$ cat config.mk
export PLATFORM = sky130hd
export DESIGN_NAME = if_stage
export DESIGN_NICKNAME = d
export VERILOG_FILES = /design/src/rtl/if_stage_pkg.sv /design/src/rtl/if_hold_buf.sv /design/src/rtl/if_stage.sv
export SDC_FILE = /design/constraint.sdc
export NUM_CORES = 1
export LEC_CHECK = 0
export ABC_AREA = 1
export CAP_MARGIN = 20
export CELL_PAD_IN_SITES_DETAIL_PLACEMENT = 1
export CELL_PAD_IN_SITES_GLOBAL_PLACEMENT = 1
export CORE_UTILIZATION = 31
export CTS_CLUSTER_SIZE = 30
export DETAILED_ROUTE_END_ITERATION = 8
export HOLD_SLACK_MARGIN = 0.03
export MAX_ROUTING_LAYER = met4
export PLACE_DENSITY_LB_ADDON = 0.12
export SETUP_SLACK_MARGIN = 0.5
export SYNTH_ARGS = -nofsm -noshare
export SYNTH_HDL_FRONTEND = slang
export SYNTH_HIERARCHICAL = 1
export SYNTH_SLANG_ARGS = --single-unit
$ cat constraint.sdc
create_clock -name clk -period 2.2 [get_ports clk]
set_clock_uncertainty 0.15 [all_clocks]
set_input_delay 0.33 -clock clk [delete_from_list [all_inputs] [get_ports clk]]
set_output_delay 0.33 -clock clk [all_outputs]
set_load 0.02 [all_outputs]
$ cat src/rtl/if_stage_pkg.sv
// Shared constants, state type and address helpers for the instruction-fetch stage.
// Imported by if_stage and if_hold_buf.
package if_stage_pkg;

    localparam logic ENABLE_  = 1'b0;
    localparam logic DISABLE_ = 1'b1;
    localparam logic READ     = 1'b1;
    localparam logic WRITE    = 1'b0;

    localparam logic [31:0] NOP_INSN      = 32'h0000_0013;
    localparam int          WORD_ADDR_LSB = 2;

    // FETCH: IF/ID shows live SPM data; HOLD: IF/ID shows the captured word.
    typedef enum logic {
        FETCH = 1'b0,
        HOLD  = 1'b1
    } if_state_e;

    function automatic logic [31:0] align_pc(input logic [31:0] addr);
        return addr & ~32'h0000_0003;
    endfunction

    function automatic logic [31:0] word_addr(input logic [31:0] byte_addr);
        return byte_addr >> WORD_ADDR_LSB;
    endfunction

endpackage

$ cat src/rtl/if_hold_buf.sv
// One-entry hold buffer: keeps the instruction stable while ID stalls, because the
// SPM read data register keeps updating every clock.
module if_hold_buf
    import if_stage_pkg::*;
(
    input  logic        clk,
    input  logic        reset,
    input  logic        capture,
    input  logic        clear,
    input  logic [31:0] rd_data,
    output logic [31:0] insn,
    output logic        hold_vld,
    output if_state_e   state
);

    if_state_e   state_q;
    if_state_e   state_d;
    logic [31:0] hold_insn;

    always_ff @(posedge clk) begin
        if (reset) begin
            state_q <= FETCH;
        end else begin
            state_q <= state_d;
        end
    end

    always_comb begin
        state_d = state_q;
        case (state_q)
            FETCH:   if (capture) state_d = HOLD;
            HOLD:    if (clear)   state_d = FETCH;
            default: state_d = FETCH;
        endcase
    end

    // Only the first stalled cycle captures; later stall cycles keep that word.
    always_ff @(posedge clk) begin
        if (reset) begin
            hold_insn <= 32'h0;
        end else if (state_q == FETCH && capture) begin
            hold_insn <= rd_data;
        end
    end

    always_comb begin
        hold_vld = (state_q == HOLD);
        state    = state_q;
        insn     = hold_vld ? hold_insn : rd_data;
    end

endmodule

$ cat src/rtl/if_stage.sv
// Instruction-fetch stage: owns the PC, drives the SPM A-port read address and
// presents the PC-aligned instruction to ID through the IF/ID registers.
module if_stage
    import if_stage_pkg::*;
#(
    parameter logic [31:0] RESET_VECTOR = 32'h0000_0000
) (
    input  logic        clk,
    input  logic        reset,
    input  logic        stall,
    input  logic        flush,
    input  logic [31:0] new_pc,
    input  logic        br_taken,
    input  logic [31:0] br_addr,
    output logic [31:0] if_spm_addr,
    output logic        if_spm_as_,
    output logic        if_spm_rw,
    output logic [31:0] if_spm_wr_data,
    input  logic [31:0] if_spm_rd_data,
    output logic [31:0] if_pc,
    output logic [31:0] if_insn,
    output logic        if_en,
    output if_state_e   dbg_state
);

    logic [31:0] pc;
    logic [31:0] buf_insn;
    logic        hold_vld;
    logic        buf_capture;
    logic        buf_clear;

    // IF/ID handshake: if_en is the valid flag, !stall is ready. An instruction
    // moves to ID on an edge with if_en=1 and stall=0; while stall=1 every IF/ID
    // output is held bit-identical, and a flush drops whatever is presented.
    always_ff @(posedge clk) begin
        if (reset) begin
            pc    <= align_pc(RESET_VECTOR);
            if_pc <= 32'h0;
            if_en <= 1'b0;
        end else if (flush) begin
            pc    <= align_pc(new_pc);
            if_en <= 1'b0;
        end else if (stall) begin
            pc    <= pc;
            if_en <= if_en;
        end else if (br_taken) begin
            pc    <= align_pc(br_addr);
            if_en <= 1'b0;
        end else begin
            if_pc <= pc;
            if_en <= 1'b1;
            pc    <= pc + 32'd4;
        end
    end

    // A flush wins over a stall, so the captured word is discarded on redirect.
    assign buf_capture = stall && !flush;
    assign buf_clear   = flush || !stall;

    if_hold_buf u_hold_buf (
        .clk      (clk),
        .reset    (reset),
        .capture  (buf_capture),
        .clear    (buf_clear),
        .rd_data  (if_spm_rd_data),
        .insn     (buf_insn),
        .hold_vld (hold_vld),
        .state    (dbg_state)
    );

    always_comb begin
        if_spm_addr    = word_addr(pc);
        if_spm_as_     = (reset || stall) ? DISABLE_ : ENABLE_;
        if_spm_rw      = READ;
        if_spm_wr_data = 32'h0;
        if (!if_en) begin
            if_insn = NOP_INSN;
        end else if (hold_vld) begin
            if_insn = buf_insn;
        end else begin
            if_insn = if_spm_rd_data;
        end
    end

endmodule

==> qor.txt <==
status - completed
first-pass GRT wire length - 38.62 mm
final worst-path cycle share - 91.27%
core area - 20300 um2
R2R Path End - pc[26]
Post-CTS Hold Buffers - 0
TritonCTS Buffers - 9
clk root buf - clkbuf_16
dominant synthesized flop cell - dfxtp_1
crit-path cells - buf_12, buf_8, inv_8, o21ai_2, nor2_2, nor2_2, buf_6
Worst path most repeated cell - nor2_2
Reg2Reg Depth - 10
final setup TNS - 0 ns
worst hold-check path type - flop to flop
Post-Synthesis Cells - 982
critical path capture point type - output pin
Cell variety after synth - 44
full die area - 21300 um2
vias in the first global route - 7210
Final ANT Viol Nets - 0
final setup margin - 0.1920 ns
HPWL after DPL - 15.94 mm
CTS tree - yes
Avg Inst Size Synth - 6.541 um2
WHS Path Cells - 2
number of remaining DRC errors - 0
initial antenna violation count - 3
Met2 Wirelength - 12.75 mm
Worst Setup EP - if_insn[29]
Reg clk slew, reported paths - 0.07 ns
dpl cells - 1424
RD Place Congestion - 0.8075
CTS H-Tree Depth - 3
CP startpoint - u_hold_buf/hold_vld
wl on met1 - 10.98 mm
fraction of layout cells with a size suffix above 1 - 30.33%
# clock sinks - 98
Peak supply drop - 354.4 uV
Worst Path Max Fanout - 6
fin. max-slew vios - 0
routed vias/inst - 4.840
Nets - 1307
register area - 2001 um2
Wirelength per Cell - 17.15 um
area delta synth->final - 56.25%
drt total wl - 25.44 mm
r2r setup slk - 0.41 ns
Period minus WS final - 2.008 ns
LEAKAGE - 4.637 nW
max-cap viol count - 0
I/O pin total - 233
largest net degree at the start of global routing - 38
# port buffers - 193
Die H - 146.0 um
RSZ-0062 raised after global routing - true
Seq/Total Area, Yosys - 30.54%
Worst path slowest cell - dfxtp_4
Hold Vio Cnt, Final - 0
Async S/R FF share, synth - 0%
Total GRT Usage - 23.83%
clock buffer depth - 2
final setup violation count - 0
critical path startpoint category - flop
met3 wire length - 1.233 mm
fillers - 2544
Crit Reg-Reg Startpoint - pc[2]
CP required - 1.72 ns
clk_lat worst skew - 0.36 ns
Post-synth EDFFs - 0
fin cells - 1483
Initial DRT Pass Iterations - 4
Crit path largest cell delay - 0.43 ns
footprint of the multi-input gates - 3905 um2
Final Util - 49.45%
post-synthesis cell area - 6424 um2
FP Rows - 52
pre-CTS setup slack - -0.1196 ns
hold slack final - 0.2975 ns
Iter 0 DRT Violations - 259
via count - 7178
die width - 146.0 um
crit path kind - flop to output pin
fmax - 498.0 MHz
arrival time at the worst endpoint - 1.53 ns
Top Metal Used - met4
power density cells - 494.8 nW/um2
register bit total from synthesis - 98
synth warn - 6
starting density of the core - 31.64%
Overflow after GRT - 0
==> timing repair <==
| item | CTS | global route |
|---|---|---|
| resized for setup | 371 | 113 |
| endpoints found under the setup margin | 164 | 126 |
| endpoints found under the hold margin | 0 | 0 |
| gates cloned | 9 | 5 |
| pin swaps | 45 | 68 |
| buffers inserted | 18 | 8 |
==> cell usage in the layout, fill, tap and decap left out, types with 15 or more instances in the layout <==
cell	synthesis	routed
o21ai_2	0	26
nor2_4	10	15
dfxtp_2	0	16
dfxtp_1	98	77
nand2_1	165	138
buf_6	7	37
inv_1	77	73
buf_4	70	73
nand2_2	9	28
clkdlybuf4s50_1	0	92
nand3_1	55	43
dlygate4sd2_1	0	58
nor2_1	169	135
buf_12	0	15
nand3_2	13	24
o21ai_1	4	28
nor2_2	4	34
conb_1	2	35
a21oi_1	63	57
o21ai_0	117	66
==> logic make-up (layout without fill, tap and decap cells) <==
logic type,Yosys count,after routing,synth area share (%)
compound gates,222,222,19.09
other cells,2,38,0.1169
buf+inv,211,405,17.59
flops,98,98,30.54
simple gates,448,449,32.47
fa+ha+maj,1,1,0.1947
==> routing by layer <==
layer,GRT usage [%],vias up
li1,-,3544
met1,27.79,3412
met2,40.93,188
met3,4.201,34
met4,8.368,0
met5,-,-
==> per-stage QoR <==
step / total power, mW / area (um2)
finish: 4.967 / 10040
floorplan: 2.741 / 6619
global route: 5.191 / 10040
CTS: 4.908 / 9512
detailed placement: 3.250 / 8705
global placement: 3.237 / 8705
==> worst min path at each step <==
stage	from	to	slack [ns]
2_1_floorplan	reset	u_hold_buf/hold_vld	0.25
3_3_place_gp	pc[1]	pc[1]	0.28
3_5_place_dp	pc[1]	pc[1]	0.29
4_1_cts	pc[1]	pc[1]	0.30
5_1_grt	pc[1]	pc[1]	0.31
6_report	pc[1]	pc[1]	0.30
==> sequential cells by signal (all words and copies together), names as in the netlist <==
name and flops:
pc 32, u_hold_buf/hold_vld 1, if_en 1, if_pc 32
u_hold_buf/hold_insn 32
==> critical path: cells and delay by family, from the launching register on <==
| kind | cells | cell delay (ns) |
|---|---|---|
| AOI/OAI and AO/OA | 1 | 0.11 |
| buffers and inverters | 4 | 0.45 |
| DFF | 1 | 0.43 |
| and+or+nand+nor | 2 | 0.17 |
==> area by class of cell <==
type,count,area share [%]
clock inverter,6,0.4238
inverter,90,3.465
sequential,98,19.93
timing repair buffer,299,31.45
multi-input combinational,707,38.91
antenna,3,0.07479
tap,270,3.366
clock buffer,10,2.381
==> synth_stat cells, types with 2 or more instances <==
master	instances	area, um2
or2_2	6	37.54
nand4_1	2	12.51
a31oi_1	10	62.56
nand2_2	9	56.30
buf_6	7	78.83
inv_1	77	289.0
nand3_2	13	130.1
nor3_1	4	20.02
nor2_4	10	112.6
a21oi_1	63	315.3
nor2_2	4	25.02
nand3_1	55	275.3
o21ai_1	4	20.02
clkbuf_1	23	86.33
a21o_1	2	15.01
dfxtp_1	98	1962
buf_4	70	525.5
nor3_4	2	32.53
inv_2	11	41.29
nor2_8	2	40.04
nand2_4	3	33.78
buf_1	5	18.77
nand2_1	165	619.3
conb_1	2	7.510
buf_2	15	75.07
a21oi_2	7	61.31
nor2_1	169	634.4
o21ai_0	117	585.6
o221ai_1	12	105.1
==> where the power goes <==
group	internal [mW]	total [mW]	switching (mW)	leakage, nW
sequential	1.89	2.01	0.123	0.815
combinational	0.627	1.37	0.741	3.69
clock	0.800	1.59	0.786	0.134
total	3.32	4.97	1.65	4.64
(Power assumes the default switching activity.)
